### src/rtl/fetch_unit.sv
// Instruction fetch stage sitting in front of the shared memory controller.
// Holds the PC, issues one fetch request at a time and hands completed
// instructions to decode through a single valid/stall slot. The memory
// stage always wins the controller, and execute can redirect the PC.

module fetch_unit #(
  parameter int          ADDR_W      = 18,
  parameter int          DATA_W      = 32,
  parameter int          MEM_LATENCY = 2,
  parameter int          PC_STEP     = 2,
  parameter int unsigned RESET_PC    = 0
) (
  input  logic              clock,
  input  logic              reset,
  output logic              if_mc_en,
  output logic [ADDR_W-1:0] if_mc_addr,
  input  logic [DATA_W-1:0] mc_if_data,
  input  logic              mem_mc_en,
  input  logic              ex_if_branch_en,
  input  logic [ADDR_W-1:0] ex_if_branch_addr,
  input  logic              id_if_stall,
  output logic              if_id_valid,
  output logic [DATA_W-1:0] if_id_instr,
  output logic [ADDR_W-1:0] if_id_pc
);

  // Beat counter only has to reach MEM_LATENCY-1; keep at least one bit so
  // a single-cycle controller still has a legal counter.
  localparam int                CNT_W    = (MEM_LATENCY > 1) ? $clog2(MEM_LATENCY) : 1;
  localparam logic [CNT_W-1:0]  CNT_LAST = CNT_W'(MEM_LATENCY - 1);
  localparam logic [ADDR_W-1:0] STEP     = ADDR_W'(PC_STEP);
  localparam logic [ADDR_W-1:0] PC_INIT  = ADDR_W'(RESET_PC);
  localparam logic [ADDR_W-1:0] ALIGN    = ~(ADDR_W'(1));

  // FETCH counts beats of the current request; HOLD parks a completed word
  // at the controller output while decode still owns the slot.
  typedef enum logic {
    FETCH,
    HOLD
  } state_t;

  state_t            state;
  logic [CNT_W-1:0]  cnt;
  logic [ADDR_W-1:0] pc;

  logic              consume;
  logic              slot_free;
  logic              at_last;
  logic              fetch_done;
  logic              load;
  logic [ADDR_W-1:0] pc_next;

  // Slot handshake, fetch completion and next-PC selection for this edge.
  always_comb begin
    consume    = if_id_valid && !id_if_stall;
    slot_free  = !if_id_valid || consume;
    at_last    = (state == HOLD) || (cnt == CNT_LAST);
    fetch_done = if_mc_en && !mem_mc_en && at_last;
    load       = !ex_if_branch_en && fetch_done && slot_free;
    pc_next    = pc;
    if (ex_if_branch_en) begin
      pc_next = ex_if_branch_addr & ALIGN;
    end else if (load) begin
      pc_next = pc + STEP;
    end
  end

  // Fetch sequencer: request issue, beat counting, capture into the decode
  // slot, yielding to the memory stage and branch redirects.
  always_ff @(posedge clock or posedge reset) begin
    if (reset) begin
      state       <= FETCH;
      cnt         <= '0;
      pc          <= PC_INIT;
      if_mc_en    <= 1'b0;
      if_mc_addr  <= '0;
      if_id_valid <= 1'b0;
      if_id_instr <= '0;
      if_id_pc    <= '0;
    end else begin
      pc         <= pc_next;
      if_mc_addr <= pc_next;
      if (ex_if_branch_en) begin
        state       <= FETCH;
        cnt         <= '0;
        if_mc_en    <= !mem_mc_en;
        if_id_valid <= 1'b0;
      end else if (mem_mc_en) begin
        state    <= FETCH;
        cnt      <= '0;
        if_mc_en <= 1'b0;
        if (consume) begin
          if_id_valid <= 1'b0;
        end
      end else if (!if_mc_en) begin
        state    <= FETCH;
        cnt      <= '0;
        if_mc_en <= 1'b1;
        if (consume) begin
          if_id_valid <= 1'b0;
        end
      end else if (at_last) begin
        if (slot_free) begin
          state       <= FETCH;
          cnt         <= '0;
          if_id_valid <= 1'b1;
          if_id_instr <= mc_if_data;
          if_id_pc    <= pc;
        end else begin
          state <= HOLD;
        end
      end else begin
        cnt <= cnt + CNT_W'(1);
        if (consume) begin
          if_id_valid <= 1'b0;
        end
      end
    end
  end

endmodule

### config.mk
export PLATFORM = sky130hd
export DESIGN_NAME = fetch_unit
export DESIGN_NICKNAME = d
export VERILOG_FILES = /design/src/rtl/fetch_unit.sv
export SDC_FILE = /design/constraint.sdc
export NUM_CORES = 1
export LEC_CHECK = 0
export CELL_PAD_IN_SITES_DETAIL_PLACEMENT = 0
export CELL_PAD_IN_SITES_GLOBAL_PLACEMENT = 1
export CORE_ASPECT_RATIO = 0.9
export CORE_UTILIZATION = 30
export DETAILED_ROUTE_END_ITERATION = 10
export GPL_TIMING_DRIVEN = 0
export PLACE_DENSITY = 0.79
export SYNTH_ARGS = -nofsm -noshare
export SYNTH_HDL_FRONTEND = slang
export SYNTH_SLANG_ARGS = --single-unit
### constraint.sdc
create_clock -name clock -period 3.4 [get_ports clock]
set_input_delay 0.68 -clock clock [delete_from_list [all_inputs] [get_ports clock]]
set_output_delay 0.68 -clock clock [all_outputs]
set_load 0.02 [all_outputs]
==> metrics, run 1 <==
status complete, no violations; internal power approximately 0.0019 W; commonest non-fill, non-tap cell in the layout nand2_1; Peak VDD IR 285 uV; setup bufs post-CTS 0; Worst-Margin Slew 0.881 ns; Crit. End Element output port; total gr overflow 0; critical path's top delay family buffers and inverters; R2R setup slack 1.55 ns; hold_buf cts 0; Area growth syn-to-layout 53.9%; DIE WIDTH 110 um; Reg clk slew, reported paths 0.06 ns; Post-Layout Inst Area 4840 um2; post-synthesis simple-gate area fraction ~28%; largest family of logic cells by synthesized area simple AND/OR/NAND/NOR gates; Worst slew margin between 40% and 50%; num ports about 130; xor/xnor share of the synthesized area 1.39%; Clock Root Buffer clkbuf_16; Pre-antenna DRT Iters 7; routed len/inst 14.5 um; CP Max Fanout 9; CP max-delay cell clkdlybuf4s50_1; nets@finish 532; Ys Warns 0; Clock Path Buffers 2; fraction of registers with async set/reset between 90% and 100%; Mean Syn Cell Area about 9.2 um2; clk_skew 0.00448 ns; pre-CTS setup slack 0.845 ns; Max-Cap Viols 0; Hold Crit Class register to register; vias in the first global route ~2800; Post-DP Area around 4500 um2; Ant. Diodes 0; die height around 100 um; # setup viols final 0; crit start category register; first-pass GRT wire length 14.1 mm; via/cell ratio 4.62; HPWL after detailed placement 6.34 mm; Post-Synthesis Cells between 300 and 400; via count 2820; CP Cell Sequence clkdlybuf4s50_1; fraction of layout cells with a size suffix above 1 7.28%; placeable core area 10200 um2; port bufs ~120; Post-CTS Resized 0; mux cell area share after synthesis less than 1%; register bit count reported by yosys 70; post-route ant nets 0; H-tree levels 3; Crit Path Class register to output port; Final min period 2.18 ns; total die area 10900 um2; PD cells approximately 560 nW/um2; P_sw 0.000772 W; FMAX 459 MHz; CTS tree built; CP Data Arrival Time 1.50 ns; GP Congestion 0.775; required time of the critical path 2.72 ns; setup ws final 1.22 ns; DR iter-0 viols 118; Total GRT Usage around 17%; Slew Limit Fails 0; Synth Flop Type dfrtp_1; adder-cell area share of the yosys netlist less than 1%; placement row count 35; synth unique cells 42; RSZ-0062 raised after global routing no; endpoints failing hold 0; Clock Power Share 36.9%; most frequent cells in the layout nand2_1, clkdlybuf4s50_1, dfrtp_1; DRC viols 0; post-synthesis compound-gate area fraction just under 8%; clock latency on the worst-skew pair 0.32 ns; sinks on the clock net 70; leakage 2.23 nW; Max stage delay on crit path 0.67 ns; Post-synth EDFFs 0; sw frac 28.6%; Seq/Total Area, Yosys approximately 56%; CP bufs+invs 1; largest net degree at the start of global routing between 70 and 80; sequential share of power 38.8%; Post-Syn Area ~3100 um2; clock buffer count from CTS 9; Tcrit/Tclk final 64.1%; Starting Density a little under a third; initial antenna violation count 0; final wirelength 8.84 mm; combinational share of power between 20% and 30%
[metal layers]
layer	track usage [%]	wire length, um	vias to the layer above
li1	-	-	1409
met1	23.8	4080	1307
met2	25.7	4030	90
met3	3.93	565	14
met4	6.67	160	0
met5	0	0	-
[state kept, by name, indices dropped and copies added (netlist names)]
register / cells
state: 1
cnt: 1
if_mc_en: 1
if_id_valid: 1
pc: 17
if_id_pc: 17
if_id_instr: 32
[cells by family after synthesis]
logic type               after synthesis
buffers and inverters                 25
AO/OA/AOI/OAI                         33
XOR/XNOR                               5
adder cells (fa/ha/maj)                1
other                                  1
AND/OR/NAND/NOR                      205
flip-flops                            70
multiplexers                           3
[path summary, 6_finish.rpt]
path / start / end / depth (start not counted)
worst min-delay path: if_id_pc[12] / if_id_pc[12] / 2
worst max-delay path: pc[1] / if_mc_addr[1] / 1
min in group asynchronous: reset / if_id_instr[14] / 2
worst max register to register: pc[1] / pc[15] / 5
worst min register to register: if_id_pc[12] / if_id_pc[12] / 2
max in group asynchronous: reset / if_id_instr[25] / 2
[power by group through the flow]
| stage | combinational, W | sequential [W] | clock [W] |
|---|---|---|---|
| after detailed placement | 0.000664 | 0.00106 | 0 |
| after CTS | 0.000666 | 0.00105 | 0.00102 |
| final | 0.000658 | 0.00105 | 0.000996 |
| after global routing | 0.000712 | 0.00106 | 0.00106 |
| after floorplan | 0.000149 | 0.00120 | 0 |
| after global placement | 0.000655 | 0.00106 | 0 |
[cells in the mapped netlist (2+ instances only)]
master    number  area share, %
a21o_1         2           0.48
a221o_1        3           0.95
a31oi_1        4           0.80
and3_1         2           0.40
and4_1         5            1.4
buf_4          2           0.48
buf_6          7            2.5
clkbuf_1       7           0.84
dfrtp_1       70             56
inv_1          6           0.72
mux2i_1        3           0.95
nand2_1      153             18
nand2b_1       3           0.60
nand3_1        5           0.80
nand4_1        6            1.2
nor2_1         8           0.95
nor3_1        10            1.6
nor4_1         2           0.40
o21ai_0       10            1.6
o311ai_0       5            1.4
o31a_1         3           0.84
or2_2          2           0.40
or3_1          2           0.40
xnor2_1        5            1.4
[layout make-up]
| type | instances | area, um2 |
|---|---|---|
| Fill cell | 1025 | 5360 |
| Sequential cell | 70 | 1750 |
| Multi-Input combinational cell | 249 | 1230 |
| Timing Repair Buffer | 121 | 1210 |
| Clock buffer | 10 | 229 |
| Tap cell | 129 | 161 |
| Buffer | 19 | 144 |
| Clock inverter | 6 | 86.3 |
| Inverter | 6 | 25.0 |
[stage by stage]
step / power (W) / hold WS [ns] / std cells / setup TNS (ns) / utilization, %
after floorplan: 0.00135 / 0.565 / 344 / 0 / -
after global placement: 0.00171 / 0.459 / 594 / -23.18 / 44.3
after detailed placement: 0.00172 / 0.462 / 594 / 0 / 44.3
after CTS: 0.00273 / 0.476 / 610 / 0 / 47.4
after global routing: 0.00284 / 0.503 / 610 / 0 / 47.4
final: 0.00270 / 0.469 / 610 / 0 / 47.4
Note: power is estimated with default switching activity, not from simulation.
==> inputs of run 2 (changes only) <==
clock period = 2.3 ns   (was 3.4 ns; I/O delays follow)
==> results of run 2 <==
The final DEF is identical to that of run 1. Status: complete, no violations.
Main changes from that run: setup slack after placement 0.845 ns -> -0.0350 ns; setup slack after layout 1.22 ns -> 0.339 ns; register-to-register setup slack 1.55 ns -> 0.45 ns; total power 0.00270 W -> 0.00399 W; worst IR drop on VDD 285 uV -> 421 uV
==> inputs of run 3 (changes only) <==
==> constraint.sdc (replaced) <==
create_clock -name clock -period 2.3 [get_ports clock]
set_input_delay 0.345 -clock clock [delete_from_list [all_inputs] [get_ports clock]]
set_output_delay 0.345 -clock clock [all_outputs]
set_load 0.02 [all_outputs]
==> results of run 3 <==
The final DEF is identical to that of run 1. Status: complete, no violations.
Main changes from that run: setup slack after placement 0.845 ns -> 0.0800 ns; setup slack after layout 1.22 ns -> 0.450 ns; end point of the critical path if_mc_addr[1] -> pc[15]; register-to-register setup slack 1.55 ns -> 0.45 ns; total power 0.00270 W -> 0.00399 W; worst IR drop on VDD 285 uV -> 421 uV
